==> src/rtl/dsi_packet_sequencer.sv <==
`default_nettype none
// ============================================================================
// Module  : dsi_packet_sequencer
// Purpose : Emits one DSI packet per command: header, long payload and a
//           CRC footer on a 32-bit byte-lane stream. DSI_SEQ_STATS_EN adds
//           packet and byte counters.
// Revision: 1.0 - initial release
// ============================================================================
module dsi_packet_sequencer (
    input  logic        clk,
    input  logic        reset_n,
    input  logic        cmd_valid,
    output logic        cmd_ready,
    input  logic [7:0]  cmd_data_id,
    input  logic        cmd_long,
    input  logic [15:0] cmd_wc,
    input  logic        pld_valid,
    output logic        pld_ready,
    input  logic [31:0] pld_data,
    output logic        out_valid,
    input  logic        out_ready,
    output logic [31:0] out_data,
    output logic [1:0]  out_bytes,
    output logic        out_last,
    output logic [23:0] ecc_hdr,
    input  logic [7:0]  ecc_value,
    output logic        crc_clear,
    output logic        crc_write,
    output logic [1:0]  crc_bytes,
    output logic [31:0] crc_data,
    input  logic [15:0] crc_value,
`ifdef DSI_SEQ_STATS_EN
    output logic [15:0] pkt_cnt,
    output logic [31:0] byte_cnt,
`endif
    output logic        busy
);

    typedef enum logic [1:0] {
        S_IDLE = 2'd0,
        S_HDR  = 2'd1,
        S_PLD  = 2'd2,
        S_FTR  = 2'd3
    } state_t;

    state_t      r_state;
    logic        r_cmd_ready;
    logic        r_crc_clear;
    logic [7:0]  r_id;
    logic [15:0] r_wc;
    logic        r_long;
    logic [15:0] r_rem;

    logic [1:0]  w_pld_bytes;
    logic [15:0] w_step;
    logic        w_beat;

    // Final word may be partial; upper lanes beyond the word count are ignored.
    assign w_pld_bytes = (r_rem >= 16'd4) ? 2'd3 : (r_rem[1:0] - 2'd1);
    assign w_step      = {14'd0, w_pld_bytes} + 16'd1;
    assign w_beat      = out_valid & out_ready;

    always_ff @(posedge clk or negedge reset_n) begin
        if (!reset_n) begin
            r_state     <= S_IDLE;
            r_cmd_ready <= 1'b0;
            r_crc_clear <= 1'b0;
            r_id        <= 8'd0;
            r_wc        <= 16'd0;
            r_long      <= 1'b0;
            r_rem       <= 16'd0;
        end else begin
            r_crc_clear <= 1'b0;
            case (r_state)
                S_IDLE: begin
                    r_cmd_ready <= 1'b1;
                    if (cmd_valid && r_cmd_ready) begin
                        r_id        <= cmd_data_id;
                        r_wc        <= cmd_wc;
                        r_long      <= cmd_long;
                        r_rem       <= cmd_wc;
                        r_cmd_ready <= 1'b0;
                        r_crc_clear <= 1'b1;
                        r_state     <= S_HDR;
                    end
                end
                S_HDR: begin
                    if (out_ready) begin
                        if (!r_long) begin
                            r_state     <= S_IDLE;
                            r_cmd_ready <= 1'b1;
                        end else if (r_wc == 16'd0) begin
                            r_state <= S_FTR;
                        end else begin
                            r_state <= S_PLD;
                        end
                    end
                end
                S_PLD: begin
                    if (w_beat) begin
                        r_rem <= r_rem - w_step;
                        if (r_rem <= 16'd4) begin
                            r_state <= S_FTR;
                        end
                    end
                end
                S_FTR: begin
                    if (out_ready) begin
                        r_state     <= S_IDLE;
                        r_cmd_ready <= 1'b1;
                    end
                end
                default: begin
                    r_state <= S_IDLE;
                end
            endcase
        end
    end

    // Payload is a zero-latency passthrough, so the beat outputs are decoded from state.
    always_comb begin
        out_valid = 1'b0;
        out_data  = 32'd0;
        out_bytes = 2'd0;
        out_last  = 1'b0;
        pld_ready = 1'b0;
        crc_write = 1'b0;
        crc_bytes = 2'd0;
        crc_data  = 32'd0;
        case (r_state)
            S_HDR: begin
                out_valid = 1'b1;
                // The top two parity bits of the ECC byte are always zero on the wire.
                out_data  = {ecc_value[7:6] & 2'b00, ecc_value[5:0], r_wc, r_id};
                out_bytes = 2'd3;
                out_last  = ~r_long;
            end
            S_PLD: begin
                out_valid = pld_valid;
                out_data  = pld_data;
                out_bytes = w_pld_bytes;
                pld_ready = out_ready;
                crc_write = pld_valid & out_ready;
                crc_bytes = w_pld_bytes;
                crc_data  = pld_data;
            end
            S_FTR: begin
                out_valid = 1'b1;
                out_data  = {16'h0000, crc_value};
                out_bytes = 2'd1;
                out_last  = 1'b1;
            end
            default: begin
                out_valid = 1'b0;
            end
        endcase
    end

    assign cmd_ready = r_cmd_ready;
    assign crc_clear = r_crc_clear;
    assign ecc_hdr   = {r_wc, r_id};
    assign busy      = (r_state != S_IDLE);

`ifdef DSI_SEQ_STATS_EN
    always_ff @(posedge clk or negedge reset_n) begin
        if (!reset_n) begin
            pkt_cnt  <= 16'd0;
            byte_cnt <= 32'd0;
        end else if (w_beat) begin
            byte_cnt <= byte_cnt + {30'd0, out_bytes} + 32'd1;
            if (out_last) begin
                pkt_cnt <= pkt_cnt + 16'd1;
            end
        end
    end
`endif

endmodule
`default_nettype wire
==> config.mk <==
export PLATFORM = sky130hd
export DESIGN_NAME = dsi_packet_sequencer
export DESIGN_NICKNAME = d
export VERILOG_FILES = /design/src/rtl/dsi_packet_sequencer.sv
export SDC_FILE = /design/constraint.sdc
export NUM_CORES = 1
export LEC_CHECK = 0
export CELL_PAD_IN_SITES_DETAIL_PLACEMENT = 1
export CELL_PAD_IN_SITES_GLOBAL_PLACEMENT = 1
export CORE_AREA = 2 2 101 128
export CTS_CLUSTER_DIAMETER = 200
export DETAILED_ROUTE_END_ITERATION = 8
export DIE_AREA = 0 0 103 130
export PLACE_DENSITY_LB_ADDON = 0.1
export SYNTH_ARGS = -nofsm -noshare
export SYNTH_HDL_FRONTEND = slang
export SYNTH_SLANG_ARGS = --single-unit
==> constraint.sdc <==
create_clock -name clk -period 3.8 [get_ports clk]
set_input_delay 0.38 -clock clk [delete_from_list [all_inputs] [get_ports clk]]
set_output_delay 0.38 -clock clk [all_outputs]
set_load 0.1 [all_outputs]
# Word level (Yosys, flattened, before mapping)
# Cells that the tools add are included.
classes:
  add_sub_neg: 3
  n_eq_ne: 9
  order_cmp: 2
  n_reduce_logical: 11
  n_bitwise: 3
  mux: 27
op_table:
  columns: ["op", "count"]
  rows:
  - ["$pmux 32 s3", 1]
  - ["$mux 16", 2]
  - ["$mux 32", 1]
  - ["$pmux 16 s2", 1]
  - ["$ge 16x3->1 const B", 1]
  - ["$le 16x3->1 const B", 1]
  - ["$logic_not 16->1", 1]
  - ["$mux 2", 8]
  - ["$sub 16x3->16", 1]
  - ["$ne 2x2->1 const B", 6]
  - ["$mux 1", 9]
  - ["$pmux 2 s4", 1]
  - ["$pmux 2 s3", 1]
  - ["$reduce_and 5->1", 1]
  - ["$eq 2x2->1 const B", 2]
  - ["$pmux 1 s2", 2]
  - ["$reduce_and 4->1", 1]
  - ["$reduce_bool 2->1", 2]
  - ["$add 2x1->3 const B", 1]
  - ["$pmux 1 s3", 1]
  - ["$reduce_and 3->1", 1]
  - ["$reduce_bool 3->1", 1]
  - ["$and 1x1->1", 2]
  - ["$eq 2x1->1 const B", 1]
  - ["6 further kinds", 6]
totals:
  inputBits: 86
  elab_cells: 62
  regBits: 45

# Longest topological paths before layout
logic_depth:
  depth_word: 6
  mapped_depth: 12

# Least setup slack after synthesis
# Ideal clock, no wire load.
synth_timing:
  path_kind: "register to output"
  startpoint: "register r_state[0]"
  endpoint: "output port out_last"
  slack_ns: 0.321
  path_buffers: 2
  t_arrival_ns: 3.099
  path_stages_with_launch: 4
  required_ns: 3.420
  cell_sequence: "dfrtp_1 -> buf_2 -> buf_1 -> a21boi_0"
synth_via:
  elab_chain_cells: 2
synth_rtl:
  columns: ["element", "line_no", "text"]
  rows:
  - ["start: declaration", "46", "state_t r_state;"]
  - ["start signal: assignment", "65", "r_state <= S_IDLE;"]
  - ["start signal: assignment", "84", "r_state <= S_HDR;"]
  - ["start signal: assignment", "90", "r_state <= S_IDLE;"]
  - ["$eq 2x2->1 or $eq 2x1->1 (tied branches)", "130", "case (r_state)"]
  - ["$pmux 1 s2 (*)", "130", null]
  - ["end: declaration", "24", "output logic out_last,"]
# Every way passes the cells marked *; elsewhere a longest branch is shown, timed or not.

# Final worst setup path
layout_timing:
  startpoint: "register r_rem[3]"
  endpoint: "register r_rem[12]"
layout_via:
  elab_chain_cells: 6
layout_rtl:
  columns: ["element", "line_no", "text"]
  rows:
  - ["start: declaration", "52", "logic [15:0] r_rem;"]
  - ["start signal: assignment", "81", "r_rem <= cmd_wc;"]
  - ["start signal: assignment", "101", "r_rem <= r_rem - w_step;"]
  - ["$ge 16x3->1", "59", "assign w_pld_bytes = (r_rem >= 16'd4) ? 2'd3 : (r_rem[1:0] - 2'd1);"]
  - ["$mux 2", "59", null]
  - ["$add 2x1->3", "60", "assign w_step = {14'd0, w_pld_bytes} + 16'd1;"]
  - ["$sub 16x3->16 (*)", "101", null]
  - ["$mux 16 (*)", "100", "if (w_beat) begin"]
  - ["$pmux 16 s2 (*)", "74", "case (r_state)"]
# Every way passes the cells marked *; elsewhere a longest branch is shown, timed or not. The select of a mux whose other input is x is not followed.
# A chain may end at the register's enable or synchronous reset.

==> out/results.ini <==
[floorplanning]
die_y_um = 130
core_area_mm2 = 0.0123
rows = 46
die-area_mm2 = 0.0134
fp.dieW_um = 103
initial_core_util = 0.253
num_io_pins = 185

[timing]
period_needed_ns = 3.20
skew_ns = 0.00623
setup_tns_ns = 0
setup_viol = 0
worstMarginPinSlew_ns = 1.04
rsz0062_at_grt = false
slew_headroom = 0.307
period_share = 0.841
final_hold_viol_count = 0
slew_violations = 0
whs_ns = 0.191
max_freq_mhz = 313

[critical_path]
slowest_stage = or3_1
reg2reg_from = r_rem[3]
r2r_cells = 8
regToRegSetupSlack_ns = 0.60
cp.arrival_ns = 3.39
cp_max_fo = 8
start_kind = flip-flop
crit_buf_inv = 0
end_kind = flip-flop
timing.critical_path.cells = or3_1 -> nor4_4 -> o21bai_1 -> ha_1 -> or4_1 -> nor3_1 -> nand3_1 -> o311ai_1
crit_type = reg -> reg
required_ns = 3.99
r2r-end = r_rem[12]
cp_top_family = simple AND/OR/NAND/NOR gates
cp_slowest_stage_delay_ns = 0.54

[final_layout]
syn_to_final_growth_pct = 62.0
drive_above_1_share = 0.186
final_common_cell = clkdlybuf4s50_1
multiInputGateArea_mm2 = 0.00183
final_cell_mix = clkdlybuf4s50_1, nand2_1, buf_4, dfrtp_1, and2_1
n_fill_cell = 1520
diodes = 0
layout.nets = 647
seq_area_mm2 = 0.00113
fin_cells = 728

[route]
drc = 0
postRouteAntennaNets = 0
first_iter_violations = 145
vias_per_cell = 5.01
drt_wl_total_um = 14200
wire_per_inst_um = 19.5
vias = 3647
dr.pass1.iters = 4

[synthesis]
ys_top_cells_by_area = dfrtp_1, nand2_1, and2_1
dominantRegCellSynth = dfrtp_1
yosysTopAreaCellShare = 0.361
yosys.cell_types.count = 55
syn_area_mm2 = 0.00312
synthArstFlopShare = 1.00
ys_seq_elements = 45
syn_nets = 479
synth_edf_count = 0
synth_area_leader_cell = dfrtp_1
synth-seq-area-share = 0.361
ys_warn_count = 0
netlist_instances = 391
post_synth.cell_area_avg_um2 = 7.98

[clock_network]
cts.clk_slew.worst_paths_ns = 0.07
cts_made_buffers = 5
cts_hold_buf = 0
post-cts-setup-buffers = 0
clk_latency_ns = 0.29
clock-root-buffer = clkbuf_16
cts.htree.levels = 2
cts_tree = built
cts_resized = 0
clock-sinks = 45
clockBufferDepth = 2

[outcome]
status = finished clean

[global_route]
antenna_found_initial = 0
grt_pass1_wl_um = 21500
grt_pass1_vias = 3663
grt_start_max_net_pins = 46
track_usage = 0.211
grt_overflow = 0

[place]
dp.cells = 720
gp_congestion = 0.929
io_buffers = 182
dp_hpwl_um = 11000

[hold_path]
hold_class = in -> async

[run]
cap_viol_max_count = 0

-- layer usage --
metal	track usage	vias up	wire, um
li1	-	1712	-
met1	0.255	1795	5780
met2	0.379	122	7410
met3	0.0434	18	823
met4	0.0557	0	208
met5	0	-	0
-- state kept, by name, indices dropped and copies added (netlist names), named ones only --
register   count
r_wc          16
r_id           8
r_long         1
r_rem         16
cmd_ready      1
r_state        1
crc_clear      1
-- cell usage after synthesis, types with 2 or more instances --
cell / n
nand4_1: 5
nor3_1: 10
a211oi_1: 2
nor2b_1: 2
a21oi_1: 5
o21ai_0: 28
mux2i_1: 17
o21bai_1: 2
nand2_1: 95
buf_2: 4
buf_4: 2
o22ai_1: 3
a21o_1: 18
buf_1: 3
a31oi_1: 5
buf_6: 2
o211ai_1: 5
and2_1: 36
nor2_1: 11
o21a_1: 2
nor4_1: 9
dfrtp_1: 45
or4_1: 2
a21boi_0: 2
inv_1: 9
or4_4: 2
o211a_1: 2
or3_1: 6
ha_1: 2
clkbuf_1: 18
or2_2: 3
nand3_1: 9
a311oi_1: 3
-- cell families after synthesis --
family                     Yosys count  share of synthesized area
AOI/OAI and AO/OA                   88                      0.191
adders and majority gates            2                    0.00802
buffers and inverters               38                     0.0545
DFF                                 45                      0.361
muxes                               18                     0.0581
and+or+nand+nor                    200                      0.328
-- per-stage QoR --
step                      cell area [um2]   util  worst slack, ns
after CTS                            5050  0.410            0.586
after detailed placement             4890  0.397            0.606
after floorplan                      3120      -            0.321
after global routing                 5050  0.410            0.393
after global placement               4890  0.397            0.628
final                                5050  0.410            0.603
-- worst max path at each step --
stage	startpoint	end	depth (start not counted)	slack (ns)
CTS	r_rem[13]	r_rem[12]	8	0.59
floorplan	r_state[0]	out_last	3	0.32
global placement	r_rem[13]	r_rem[12]	8	0.63
global route	r_rem[3]	r_rem[12]	8	0.39
detailed placement	r_rem[13]	r_rem[12]	8	0.61
finish	r_rem[3]	r_rem[12]	8	0.60
-- cell type report --
type                    instances  area share
repair buffers                190       0.335
flip-flops and latches         45       0.223
clock buffers                   7      0.0302
clock inverters                 1     0.00173
multi-input cells             308       0.362
well taps                     168      0.0416
inverters                       9     0.00668
-- worst register-to-register path, delay by kind of cell, from the launching register on --
kind                       cells  cell delay [ns]
and+or+nand+nor                5             1.96
AOI/OAI and AO/OA              2             0.35
adders and majority gates      1             0.33
DFF                            1             0.46
Power is not shown: default switching activity piles up to over one toggle a cycle in this logic, so the estimate is an artifact.
